## src/rtl/layer2_conv_seq.sv

```systemverilog
// Layer 2 tile sequencer: walks output tiles, streams KSIZE x KSIZE taps to the
// PE array, waits out the PE pipeline and hands each tile to the result writer.
module layer2_conv_seq #(
  parameter int unsigned KSIZE    = 5,
  parameter int unsigned OUT_H    = 8,
  parameter int unsigned OUT_W    = 8,
  parameter int unsigned PAR      = 4,
  parameter int unsigned PIPE_LAT = 2
) (
  input  logic       clk,
  input  logic       rst_n,
  input  logic       i_start,
  input  logic       i_abort,
  input  logic       i_res_ready,
  output logic       o_busy,
  output logic       o_done,
  output logic       o_pe_clear,
  output logic       o_pe_valid,
  output logic [4:0] o_w_addr,
  output logic [7:0] o_fm_row,
  output logic [7:0] o_fm_col,
  output logic       o_res_valid,
  output logic [7:0] o_res_row,
  output logic [7:0] o_res_col
);

  localparam int unsigned CW   = 8;
  localparam int unsigned AW   = 5;
  localparam int unsigned TAPS = KSIZE * KSIZE;

  localparam logic [AW-1:0] LAST_TAP = AW'(TAPS - 1);
  localparam logic [CW-1:0] TAP_LAST = CW'(KSIZE - 1);
  localparam logic [CW-1:0] LAST_COL = CW'(OUT_W - PAR);
  localparam logic [CW-1:0] LAST_ROW = CW'(OUT_H - 1);
  localparam logic [CW-1:0] COL_STEP = CW'(PAR);
  localparam logic [CW-1:0] DRN_LAST = CW'(PIPE_LAT - 1);

  typedef enum logic [2:0] {
    S_IDLE, S_CLEAR, S_MAC, S_DRAIN, S_WRITE, S_DONE
  } state_e;

  state_e        state_q, state_d;
  logic [CW-1:0] tile_row_q, tile_row_d;
  logic [CW-1:0] tile_col_q, tile_col_d;
  logic [CW-1:0] tap_r_q, tap_r_d;
  logic [CW-1:0] tap_c_q, tap_c_d;
  logic [AW-1:0] w_addr_q, w_addr_d;
  logic [CW-1:0] drn_q, drn_d;
  logic [CW-1:0] fm_row_q, fm_row_d;
  logic [CW-1:0] fm_col_q, fm_col_d;
  logic          busy_q, done_q, clear_q, valid_q, res_valid_q;

  // Next-state and counter update; abort freezes counters and returns to IDLE.
  always_comb begin
    state_d    = state_q;
    tile_row_d = tile_row_q;
    tile_col_d = tile_col_q;
    tap_r_d    = tap_r_q;
    tap_c_d    = tap_c_q;
    w_addr_d   = w_addr_q;
    drn_d      = drn_q;
    if (i_abort && (state_q != S_IDLE)) begin
      state_d = S_IDLE;
    end else begin
      case (state_q)
        S_IDLE: begin
          tile_row_d = '0;
          tile_col_d = '0;
          tap_r_d    = '0;
          tap_c_d    = '0;
          w_addr_d   = '0;
          drn_d      = '0;
          if (i_start && !i_abort) state_d = S_CLEAR;
        end
        S_CLEAR: begin
          tap_r_d  = '0;
          tap_c_d  = '0;
          w_addr_d = '0;
          state_d  = S_MAC;
        end
        S_MAC: begin
          if (w_addr_q == LAST_TAP) begin
            drn_d   = '0;
            state_d = S_DRAIN;
          end else begin
            w_addr_d = w_addr_q + AW'(1);
            if (tap_c_q == TAP_LAST) begin
              tap_c_d = '0;
              tap_r_d = tap_r_q + CW'(1);
            end else begin
              tap_c_d = tap_c_q + CW'(1);
            end
          end
        end
        S_DRAIN: begin
          if (drn_q == DRN_LAST) state_d = S_WRITE;
          else                   drn_d   = drn_q + CW'(1);
        end
        S_WRITE: begin
          if (i_res_ready) begin
            if ((tile_row_q == LAST_ROW) && (tile_col_q == LAST_COL)) begin
              state_d = S_DONE;
            end else begin
              state_d = S_CLEAR;
              if (tile_col_q == LAST_COL) begin
                tile_col_d = '0;
                tile_row_d = tile_row_q + CW'(1);
              end else begin
                tile_col_d = tile_col_q + COL_STEP;
              end
            end
          end
        end
        S_DONE:  state_d = S_IDLE;
        default: state_d = S_IDLE;
      endcase
    end
  end

  // Feature-map coordinates track the next tile/tap so they line up with the state.
  always_comb begin
    fm_row_d = tile_row_d + tap_r_d;
    fm_col_d = tile_col_d + tap_c_d;
  end

  // State, counters and Moore outputs, all registered from next-state values.
  always_ff @(posedge clk or negedge rst_n) begin
    if (!rst_n) begin
      state_q     <= S_IDLE;
      tile_row_q  <= '0;
      tile_col_q  <= '0;
      tap_r_q     <= '0;
      tap_c_q     <= '0;
      w_addr_q    <= '0;
      drn_q       <= '0;
      fm_row_q    <= '0;
      fm_col_q    <= '0;
      busy_q      <= 1'b0;
      done_q      <= 1'b0;
      clear_q     <= 1'b0;
      valid_q     <= 1'b0;
      res_valid_q <= 1'b0;
    end else begin
      state_q     <= state_d;
      tile_row_q  <= tile_row_d;
      tile_col_q  <= tile_col_d;
      tap_r_q     <= tap_r_d;
      tap_c_q     <= tap_c_d;
      w_addr_q    <= w_addr_d;
      drn_q       <= drn_d;
      fm_row_q    <= fm_row_d;
      fm_col_q    <= fm_col_d;
      busy_q      <= (state_d != S_IDLE);
      done_q      <= (state_d == S_DONE);
      clear_q     <= (state_d == S_CLEAR);
      valid_q     <= (state_d == S_MAC);
      res_valid_q <= (state_d == S_WRITE);
    end
  end

  assign o_busy      = busy_q;
  assign o_done      = done_q;
  assign o_pe_clear  = clear_q;
  assign o_pe_valid  = valid_q;
  assign o_w_addr    = w_addr_q;
  assign o_fm_row    = fm_row_q;
  assign o_fm_col    = fm_col_q;
  assign o_res_valid = res_valid_q;
  assign o_res_row   = tile_row_q;
  assign o_res_col   = tile_col_q;

endmodule

```

## config.mk

```make
export PLATFORM = sky130hd
export DESIGN_NAME = layer2_conv_seq
export DESIGN_NICKNAME = d
export VERILOG_FILES = /design/src/rtl/layer2_conv_seq.sv
export SDC_FILE = /design/constraint.sdc
export NUM_CORES = 1
export LEC_CHECK = 0
export ABC_AREA = 1
export ABC_CLOCK_PERIOD_IN_PS = 4200
export CAP_MARGIN = 20
export CORE_ASPECT_RATIO = 0.9
export CORE_UTILIZATION = 36
export DETAILED_ROUTE_END_ITERATION = 10
export MAX_ROUTING_LAYER = met4
export SLEW_MARGIN = 5
export SYNTH_ARGS = -nofsm -noshare
export SYNTH_HDL_FRONTEND = slang
export SYNTH_SLANG_ARGS = --single-unit
```

## constraint.sdc

```tcl
create_clock -name clk -period 4.2 [get_ports clk]
set_clock_uncertainty 0.2 [all_clocks]
set_input_delay 0.42 -clock clk [delete_from_list [all_inputs] [get_ports clk]]
set_output_delay 0.42 -clock clk [all_outputs]
set_load 0.02 [all_outputs]
```

Word-level counts from Yosys, hierarchy flattened

Index checks and enable logic that the tools add are counted.

Flip-flop bits (word level): 69
Output and inout port bits: 42
Word-level logic and storage cells: 81

Add/sub/neg operators: 8
Equal/unequal tests: 16
Muxes and demuxes: 30
Bitwise operators: 1
Reductions and logical operators: 12

Operators with widths:

| kind                                                                   | count |
|---|---|
| 8-bit two-way mux                                                      | 16 |
| 8-bit one-hot mux with 2 select lines                                  | 4 |
| 8-bit by 1-bit adder with 8-bit output (second input constant)         | 4 |
| 8-bit by 3-bit equality test with 1-bit output (second input constant) | 3 |
| 8-bit one-hot mux with 3 select lines                                  | 1 |
| 3-bit two-way mux                                                      | 6 |
| 8-bit adder                                                            | 2 |
| 3-bit one-hot mux with 5 select lines                                  | 1 |
| 5-bit one-hot mux with 2 select lines                                  | 1 |
| 3-bit by 2-bit equality test with 1-bit output (second input constant) | 3 |
| 3-bit equality test (second input constant)                            | 3 |
| 3-bit nonzero test                                                     | 3 |
| 8-bit by 3-bit adder with 8-bit output (second input constant)         | 1 |
| 8-bit by 1-bit equality test with 1-bit output (second input constant) | 1 |
| 3-bit by 1-bit equality test with 1-bit output (second input constant) | 2 |
| 2-bit != test (second input constant)                                  | 3 |
| 5-bit by 1-bit adder with 5-bit output (second input constant)         | 1 |
| 5-bit equality test (second input constant)                            | 1 |
| 5-bit two-way mux                                                      | 1 |
| 4-bit AND reduction                                                    | 1 |
| 1-bit logical AND                                                      | 3 |
| 3-bit zero test                                                        | 1 |
| 3-bit AND reduction                                                    | 1 |
| 2-bit nonzero test                                                     | 1 |
| other kinds (3)                                                        | 3 |

Longest topological paths before layout

Word-level depth: 7
Depth in mapped cells: 19
Depth with buffers taken out: 19

Worst setup path before layout

No wires, ideal clock.

Path kind: register to register
Start: reg tile_col_q[2] (netlist: o_res_col[2])
End: reg fm_row_q[6] (netlist: o_fm_row[6])
Data arrival time: 2,798 ps
Path slack: 1,080 ps
Stages on the path, launching flop included: 16
Buffers on the path: 0
Cells stage by stage: dfrtp_1 > ha_1 > nand3_1 > nor2_2 > nand2_1 > nor2_1 > nand2_1 > a21oi_1 > ha_1 > inv_1 > fa_1 > o21ai_0 > nand2_1 > a21oi_1 > nor2_1 > xnor2_1

Cells in the longest elaborated chain, start to end: 7

Ends and longest elaborated chain:

| element                                                       | RTL line | RTL |
|---|---|---|
| start: declaration                                            | 44       | `logic [CW-1:0] tile_col_q, tile_col_d;` |
| start signal: assignment                                      | 146      | `tile_col_q <= tile_col_d;` |
| 8-bit by 3-bit equality test with 1-bit output (*)            | 101, 105 |  |
| 8-bit two-way mux / 1-bit logical AND (equally long branches) | 105, 101 |  |
| 8-bit two-way mux (*)                                         | 101      | `if ((tile_row_q == LAST_ROW) && (tile_col_q == LAST_COL)) begin` |
| 8-bit two-way mux (*)                                         | 100      | `if (i_res_ready) begin` |
| 8-bit one-hot mux with 2 select lines (*)                     | 65       | `case (state_q)` |
| 8-bit two-way mux (*)                                         | 62       | `if (i_abort && (state_q != S_IDLE)) begin` |
| net tile_row_d[0]                                             | 43       | `logic [CW-1:0] tile_row_q, tile_row_d;` |
| 8-bit adder (*)                                               | 122      | `fm_row_d = tile_row_d + tap_r_d;` |
| net fm_row_d[6]                                               | 49       | `logic [CW-1:0] fm_row_q, fm_row_d;` |
| end signal: assignment                                        | 151      | `fm_row_q <= fm_row_d;` |
| end: declaration                                              | 49       |  |

Mark *: on every way through the listed nets, which the timed path passes. The rest lies on a longest branch.
A chain may end at the register's enable or synchronous reset.

Final worst setup path

Start: reg tile_col_q[2] (netlist: o_res_col[2])
End: reg fm_col_q[7] (netlist: o_fm_col[7])

Cells in the longest elaborated chain, start to end: 7

Ends and longest elaborated chain:

| element                                                                                                         | RTL line      | RTL |
|---|---|---|
| 8-bit by 3-bit adder with 8-bit output / 8-bit by 3-bit equality test with 1-bit output (equally long branches) | 109, 101, 105 |  |
| 8-bit two-way mux / 1-bit logical AND (equally long branches)                                                   | 105, 101      |  |
| 8-bit two-way mux                                                                                               | 101           |  |
| 8-bit two-way mux                                                                                               | 100           |  |
| 8-bit one-hot mux with 2 select lines                                                                           | 65            |  |
| 8-bit two-way mux (*)                                                                                           | 62            |  |
| net tile_col_d[2]                                                                                               | 44            |  |
| 8-bit adder (*)                                                                                                 | 123           | `fm_col_d = tile_col_d + tap_c_d;` |
| net fm_col_d[7]                                                                                                 | 50            | `logic [CW-1:0] fm_col_q, fm_col_d;` |
| end signal: assignment                                                                                          | 152           | `fm_col_q <= fm_col_d;` |
| end: declaration                                                                                                | 50            |  |

Marked as above.

==> impl_results.md <==
- Drt pass-1 iters: 4
- Clk Latency, worst-skew pair: ~330 ps
- CTS Buf Count: 9
- Slew headroom: ~61%
- Final Hold Viols: 0
- Tmin final: about 3400 ps
- Crit share post-route: 81.0%
- Post-Route Utilization: 45.5%
- Placement Setup Slack: ~660 ps
- CP arrival: 3420 ps
- Top-count cell post-synth: nand2_1
- Slew @ Worst Pin: just under 600 ps
- Crit Path Max Fanout: 8
- Worst setup margin: ~800 ps
- Dpl hpwl: ~7000 µm
- Primary FF master, synth: dfrtp_1
- Routed wl met3: 403 µm
- Crit-path max cell delay: 480 ps
- Drt drc: 0
- Core region area: 10800 µm²
- Port bufs: 46
- Max_cap viols: 0
- Final setup viols: 0
- Nets: a little under 600
- Layout area overhead: 23.8%
- Wirelength, routed: between 9000 and 10000 µm
- Routed vias/inst: 4.89
- Worst VDD drop: approximately 0.18 mV
- Mean Syn Cell Area: approximately 8.1 µm²
- Most common library cells after synthesis: nand2_1 (93), dfrtp_1 (69), inv_1 (68)
- Final ANT Viol Nets: 0
- Crit Path Category: reg -> reg
- Io pins: 47
- Detailed-route via count: around 3300
- Synthesized Nets: 519
- Layout Cells excl Fill: between 600 and 700
- Req. time, crit path: roughly 4200 ps
- Vias in the first global route: 3273
- Critical path, cell by cell: ha_1 -> nand3_1 -> nor2_2 -> inv_1 -> o21ai_0 -> a21oi_1 -> o21ai_0 -> ha_1 -> a21oi_1 -> nand2_1 -> a21oi_1 -> o21bai_1 -> nand3_1 -> nand2_1 -> nand3_1 -> nand2_1
- Clock slew at reported path FFs: approximately 50 ps
- GP Congestion: slightly below 0.9
- Async SR Flop Fraction: 100%
- Setup Fix Bufs, Post-CTS: 0
- Root buffer cell: clkbuf_16
- TritonCTS clock tree: done
- Number of H-tree levels: 3
- Ratio of cells with drive above 1 in the final layout: under 10%
- Met1 wire length: approximately 4600 µm
- Post-synthesis sequential area ratio: around 43%
- WL/cell: ~13 µm
- Dpl cells: around 670
- Global-route wire length before repair: 15600 µm
- CP Capture Type: register
- Die footprint: between 10000 and 15000 µm²
- Top sig layer: met4
- Delay-heaviest family, CP: compound AO/OA/AOI/OAI gates
- Fin. max-slew vios: 0
- Met2 wire len: roughly 4000 µm
- Synth Register Bits: 69
- Post-synth top area share: roughly 43%
- CP Buf/Inv Count: 1
- Largest net degree at the start of global routing: 45
- Post-synth EDFFs: 0
- Die height: 102 µm
- Total GRT Usage: a little under a fifth
- Die X: approximately 110 µm
- Crit start category: register
- Yosys top cell by area: dfrtp_1
- RSZ-0062 raised after global routing: no
- GR Overflow Total: 0
- Hold Crit Class: in -> async
- Netlist cell types: 37
- Setup Total Neg Slack: 0 ps
- DR iter-0 viols: 149
- Area contributors post-synth: dfrtp_1 (43%), nand2_1 (8.8%), ha_1 (7.6%)
- Status: complete, no violations
- # diodes: 0
- Area of the mapped netlist: 3980 µm²
- Max frequency: approximately 0.3 GHz
- P per Cell Area: 433 nW/µm²
- # clock sinks: between 60 and 70
- Initial antenna violation count: 0
- P_leak: between 2 and 2.5 nW
- Row count: 36
- Initial Util: ~37%
- Post-Syn Instances: between 400 and 500
- Total number of yosys warnings: 0
- Worst path slowest cell: dfrtp_1
- CTS Buffer Depth: 2
## cell families after synthesis
| kind of cell | after synthesis | synth area share, % |
|---|---|---|
| AOI/OAI and AO/OA | 68 | 9.53 |
| DFF | 69 | 43.4 |
| adders and majority gates | 26 | 8.56 |
| muxes | 1 | 0.283 |
| buffers and inverters | 77 | 7.30 |
| and+or+nand+nor | 231 | 27.4 |
| xor gates and xnor gates | 16 | 3.52 |
## final timing paths
kind / from / endpoint / slack (ps) / depth (start not counted)
max: o_res_col[2] / o_fm_col[7] / 800 / 16
min: rst_n / drn_q[5] / 300 / 2
max reg2reg: o_res_col[2] / o_fm_col[7] / 800 / 16
min reg2reg: o_res_col[0] / o_res_col[0] / 340 / 2
max in group asynchronous: rst_n / tap_r_q[0] / 2880 / 3
min in group clk: o_res_col[0] / o_res_col[0] / 340 / 2
## power by group
group,internal (mW),switching (mW)
logic,0.196,0.413
clock network,0.474,0.275
registers,0.724,0.0491
## cell type report
cell class	count	area, µm²
Timing Repair Buffer	49	493
Inverter	75	282
Fill cell	1051	5890
Tap cell	133	166
Sequential cell	69	1730
Multi-Input combinational cell	342	1960
Clock inverter	4	47.5
Clock buffer	12	246
## metrics by stage
stage,hold WS [ps],area [µm²],total power [mW]
4_1_cts,123,4890,2.16
3_5_place_dp,333,4600,1.39
2_1_floorplan,-75.6,3980,1.19
5_1_grt,332,4920,2.27
3_3_place_gp,319,4600,1.38
6_report,297,4920,2.13
## layer usage
layer,global-route usage (%),up-vias
li1,-,1723
met1,24.4,1540
met5,-,-
met2,26.8,73
met3,3.71,11
met4,6.97,0
## cell usage in the layout, fill, tap and decap left out, drive strengths merged, types with 2 or more instances in the layout
| master | instances |
|---|---|
| ha | 24 |
| nand3 | 41 |
| o31ai | 3 |
| buf | 3 |
| clkbuf | 12 |
| o21a | 3 |
| nand2 | 98 |
| o22ai | 2 |
| nand4 | 13 |
| a21oi | 28 |
| xnor2 | 4 |
| inv | 75 |
| clkdlybuf4s50 | 45 |
| o21ai | 25 |
| nor2 | 56 |
| dfrtp | 69 |
| nand3b | 2 |
| a31oi | 4 |
| nor3b | 5 |
| fa | 2 |
| nor3 | 15 |
| xor2 | 12 |
| clkinv | 2 |
## worst reg2reg max path: cells and delay by family (launching register included)
family | cells | cell delay, ps
flops | 1 | 480
fa+ha+maj | 2 | 560
compound gates | 6 | 1270
buf+inv | 1 | 80
simple gates | 7 | 710
## registers in the layout, summed over array words and instances, names as in the netlist, 3 cells and up
| signal | flops |
|---|---|
| drn_q | 8 |
| o_fm_col | 8 |
| o_fm_row | 8 |
| o_res_col | 8 |
| o_res_row | 8 |
| o_w_addr | 5 |
| state_q | 3 |
| tap_c_q | 8 |
| tap_r_q | 8 |
## repair_timing
action / CTS / global route
gates resized for setup: 0 / 0
endpoints found under the hold margin: 0 / 8
hold buffers: 0 / 1
Note: power is estimated with default switching activity, not from simulation.
==> patch 1: new RTL, same flow settings <==
Take the reset off `w_addr_q` and load it in a clocked block of its own.
--- a/src/rtl/layer2_conv_seq.sv
+++ b/src/rtl/layer2_conv_seq.sv
@@ -133,3 +133,2 @@
       tap_c_q     <= '0;
-      w_addr_q    <= '0;
       drn_q       <= '0;
@@ -148,3 +147,2 @@
       tap_c_q     <= tap_c_d;
-      w_addr_q    <= w_addr_d;
       drn_q       <= drn_d;
@@ -158,2 +156,6 @@
     end
+  end
+
+  always_ff @(posedge clk) begin
+    w_addr_q <= w_addr_d;
   end
Behaviour: differs if rst_n is asserted again (counterexample within 4 cycles, from zero or initial values and one cycle with rst_n low); with rst_n held inactive, the same outputs for 10 cycles.
==> patch 1 against the original RTL <==
  * Design area rose by 2.8%
  * Critical path depth rose by 1
  * First-iteration DRC count fell by 11%
  * Routed wire length rose by 0.22%
  * Setup slack got worse by 180 ps
  * Sequential cell count did not move
  * Power rose by 7.4%
  * Area after synthesis rose by 1.2%
  * Synthesized cell count rose by 1.4%
  * Combinational power rose by 0.8%
  * Final cell count rose by 4.1%
==> patch 1: results (changes against the original RTL) <==
{
  "outcome": {"value": "finished clean"},
  "detailed_place.area": {"value": 4680, "unit": "sq um", "change": "+1.8%"},
  "placed_cells_incl_taps": {"value": 694, "change": "+4.2%"},
  "dr_wl_met2": {"value": 4.09, "unit": "mm", "change": "-0.37%"},
  "p_comb_share": {"value": 26.8, "unit": "%", "change": "-1.8 points"},
  "switch_pwr": {"value": 744, "unit": "uW", "change": "+1.0%"},
  "r2r_end": {"value": "o_fm_row[6]"},
  "final_min_period_over_clock_period": {"value": 85.3, "unit": "%", "change": "+4.3 points"},
  "global_route.usage.met1": {"value": 23.6, "unit": "%", "change": "-0.79 points"},
  "wl_met1": {"value": 4.74, "unit": "mm", "change": "+3.2%"},
  "groute.layer.met2.usage": {"value": 26.9, "unit": "%", "change": "+0.072 points"},
  "first_pass_grt_wire_length": {"value": 15.5, "unit": "mm", "change": "-0.88%"},
  "critical_path_peak_fanout": {"value": 11, "change": "+3"},
  "reg2reg_depth": {"value": 17, "change": "+1"},
  "first_global_vias": {"value": 3202, "change": "-2.2%"},
  "timing.reg2reg.setup_slack": {"value": 620, "unit": "ps", "change": "-180 ps"},
  "hold_slack": {"value": 318, "unit": "ps", "change": "+21.0 ps"},
  "finish.instance_area": {"value": 5060, "unit": "sq um", "change": "+2.8%"},
  "grt_util_all_layers": {"value": 17.6, "unit": "%", "change": "-0.48 points"},
  "min_path_type": {"value": "reg2reg"},
  "ys_top_cells_by_area": {"value": "dfrtp_1 40%, nand2_1 8.8%, ha_1 7.5%, inv_1 7.4%, nor2_1 5.0%"},
  "max_stage_delay": {"value": 410, "unit": "ps", "change": "-70 ps"},
  "synth_nets": {"value": 526, "change": "+1.3%"},
  "clock_net_power": {"value": 878, "unit": "uW", "change": "+17%"},
  "tightestPinTransition": {"value": 469, "unit": "ps", "change": "-112 ps"},
  "timing.critical_path.from": {"value": "o_w_addr[0]"},
  "grt_max_degree": {"value": 42, "change": "-6.7%"},
  "pwr_density_cell": {"value": 452, "unit": "nW/um^2", "change": "+4.5%"},
  "synth_cells": {"value": 495, "change": "+1.4%"},
  "route.vias.total": {"value": 3399, "change": "+1.6%"},
  "fin_nets": {"value": 586, "change": "+1.6%"},
  "timing.critical_path.slowest_stage_cell": {"value": "edfxtp_1"}
}
patch 1: cell count changes after synthesis, sizes merged, moves of 4 or more:
cell	unedited run	this run
nand3	41	35
nor2	56	60
edfxtp	0	5
dfrtp	69	64
nor3b	5	0
inv	75	83
a21oi	28	24
patch 1: cells by family after synthesis:
kind of cell	count (synthesis)	share of synthesized area [%]
AND/OR/NAND/NOR	228	25.8
buffers and inverters	86	8.18
flip-flops	69	43.5
AO/OA/AOI/OAI	67	9.86
adder cells (fa/ha/maj)	26	8.46
XOR/XNOR	18	3.92
multiplexers	1	0.249
patch 1: final cells by class:
cell class                      count  share of cell area, %
Multi-Input combinational cell    340                   38.4
Tap cell                          152                   3.76
Sequential cell                    69                   34.6
Inverter                           83                   6.16
Clock buffer                       10                   4.72
Clock inverter                      6                   2.18
Timing Repair Buffer               52                   10.2
==> patch 2: new RTL, same settings <==
Without the edit above. Change the parameter `OUT_W` from 8 to 4.
--- a/src/rtl/layer2_conv_seq.sv
+++ b/src/rtl/layer2_conv_seq.sv
@@ -5,3 +5,3 @@
   parameter int unsigned OUT_H    = 8,
-  parameter int unsigned OUT_W    = 8,
+  parameter int unsigned OUT_W    = 4,
   parameter int unsigned PAR      = 4,
Function: same outputs for any inputs over 10 cycles, from zero or initial values and one cycle with rst_n low; that may be too few to reach the edited logic, so the function may still have changed.
==> patch 2 against the original RTL <==
  * Design area grew 3.6%
  * Routed wire length grew 0.34%
  * Setup slack gained 180 ps
  * Critical path depth grew 2
  * Core utilization up 0.68 points
  * Count of clock-buffer cells in the layout is the same
  * Sequential cell count unchanged
  * Area after synthesis is 4.3% higher
  * Non-clock buffer count is the same
  * Final cell count rose by 4.4%
  * Power down 0.40%
==> patch 2: results (changes against the original RTL) <==
{
  "drt-vias-per-instance": {"value": 4.84, "change": "-1.1%"},
  "timing.reg2reg.setup_slack": {"value": 980, "unit": "ps", "change": "+180 ps"},
  "placed_cells_incl_taps": {"value": 696, "change": "+4.5%"},
  "switch_pwr": {"value": 782, "unit": "uW", "change": "+6.0%"},
  "hold_slack": {"value": 339, "unit": "ps", "change": "+41.7 ps"},
  "met3_usage": {"value": 4.56, "unit": "%", "change": "+0.85 points"},
  "groute.layer.met2.usage": {"value": 25.6, "unit": "%", "change": "-1.2 points"},
  "drt_iter0_drc": {"value": 155, "change": "+4.0%"},
  "final_weighted_congestion_in_routability_driven_placement": {"value": 0.863, "change": "-3.6%"},
  "ir_drop": {"value": 0.244, "unit": "mV", "change": "+35%"},
  "grt_util_all_layers": {"value": 17.4, "unit": "%", "change": "-0.70 points"},
  "critical_path_peak_fanout": {"value": 4, "change": "-4"},
  "dp_hpwl": {"value": 7.01, "unit": "mm", "change": "+0.19%"},
  "synth.lib_cells_used.distinct": {"value": 47, "change": "+27%"},
  "power.leakage": {"value": 2.42, "unit": "nW", "change": "+1.6%"},
  "route.vias.total": {"value": 3457, "change": "+3.3%"},
  "ys_top_cells_by_area": {"value": "dfrtp_1 42%, nand2_1 8.4%, ha_1 7.2%, inv_1 6.2%, nor2_1 5.0%"},
  "avgRoutedWirePerCell": {"value": 13.0, "unit": "um", "change": "-3.9%"},
  "first_global_vias": {"value": 3308, "change": "+1.1%"},
  "first_pass_grt_wire_length": {"value": 15.8, "unit": "mm", "change": "+1.5%"},
  "synth_nets": {"value": 530, "change": "+2.1%"},
  "reg2reg_depth": {"value": 18, "change": "+2"},
  "r2r_end": {"value": "o_fm_row[7]"},
  "synth.yosys.seq_area_share": {"value": 41.6, "unit": "%", "change": "-1.8 points"},
  "cp.arrival": {"value": 3250, "unit": "ps", "change": "-170 ps"},
  "drive_above_1_share": {"value": 8.19, "unit": "%", "change": "-0.16 points"},
  "tightestPinTransition": {"value": 517, "unit": "ps", "change": "-63.6 ps"},
  "min_path_type": {"value": "reg2reg"},
  "synth_cells": {"value": 499, "change": "+2.3%"},
  "most_common_library_cells_after_synthesis": {"value": "93 x nand2_1, 69 x dfrtp_1, 69 x inv_1, 55 x nor2_1, 38 x nand3_1"},
  "global_route.usage.met1": {"value": 23.8, "unit": "%", "change": "-0.58 points"},
  "outcome": {"value": "finished clean"},
  "fill_cells": {"value": 1074, "change": "+2.2%"}
}
patch 2: cell types whose count changed after synthesis, sizes merged, moves of 3 or more:
cell | before | now
nand4 | 13 | 7
nor4 | 0 | 4
xor2 | 12 | 19
o22ai | 2 | 11
nor3b | 5 | 2
inv | 75 | 78
o21ai | 25 | 17
nor2 | 56 | 60
patch 2: how the worst max path moves through the flow:
stage               cells past startpoint          end          from  slack [ps]
floorplan                              15  o_fm_row[6]  o_res_col[2]        1370
global placement                       15  o_fm_row[6]       i_abort         880
detailed placement                     15  o_fm_row[6]       i_abort         780
CTS                                    20  o_fm_row[7]    tap_c_q[0]        1000
global route                           20  o_fm_row[7]    tap_c_q[0]         700
finish                                 18  o_fm_row[7]    tap_c_q[0]         980
patch 2: final cells by class:
cell class                 instances  area [sq um]  share of cell area (%)
clock inverter                     4          23.8                   0.466
sequential                        69          1730                    33.9
inverter                          78           310                    6.09
tap                              152           190                    3.73
clock buffer                      12           246                    4.83
timing repair buffer              49           500                    9.82
multi-input combinational        350          2100                    41.2
patch 2: worst max-delay path: cells and delay by family (launching register included):
family / cells / cell delay, ps
buffers and inverters: 3 / 250
and+or+nand+nor: 9 / 1240
AOI/OAI and AO/OA: 3 / 470
xor gates and xnor gates: 1 / 80
adders and majority gates: 2 / 490
DFF: 1 / 400
patch 2: layer usage:
metal / routed length [um] / up-vias
met5: 0 / -
li1: - / 1762
met3: 454 / 8
met4: 68 / 0
met1: 4640 / 1616
met2: 4090 / 71
patch 2: kinds of logic after synthesis:
family | count (synthesis) | share of synthesized area (%)
and+or+nand+nor | 232 | 27.7
buffers and inverters | 80 | 7.69
AOI/OAI and AO/OA | 70 | 10.1
DFF | 69 | 41.6
adders and majority gates | 26 | 8.21
xor gates and xnor gates | 22 | 4.65
patch 2: through the flow:
stage	area [sq um]	setup slack [ps]	util, %
after floorplan	4150	1370	-
after global placement	4790	884	43.4
after detailed placement	4790	783	43.4
after CTS	5060	1000	45.9
after global routing	5100	703	46.2
final	5100	976	46.2
patch 2: power by group through the flow:
stage / clock, mW / sequential (mW) / combinational (mW)
after floorplan: 0 / 0.809 / 0.427
final: 0.694 / 0.761 / 0.668
after CTS: 0.711 / 0.761 / 0.667
after global routing: 0.738 / 0.766 / 0.753
after global placement: 0 / 0.770 / 0.662
after detailed placement: 0 / 0.771 / 0.663
patch 2: what timing repair did:
item                                   4_1_cts  5_1_grt
gates resized for setup                      0        0
hold buffers                                 0        1
endpoints found under the hold margin        0       19
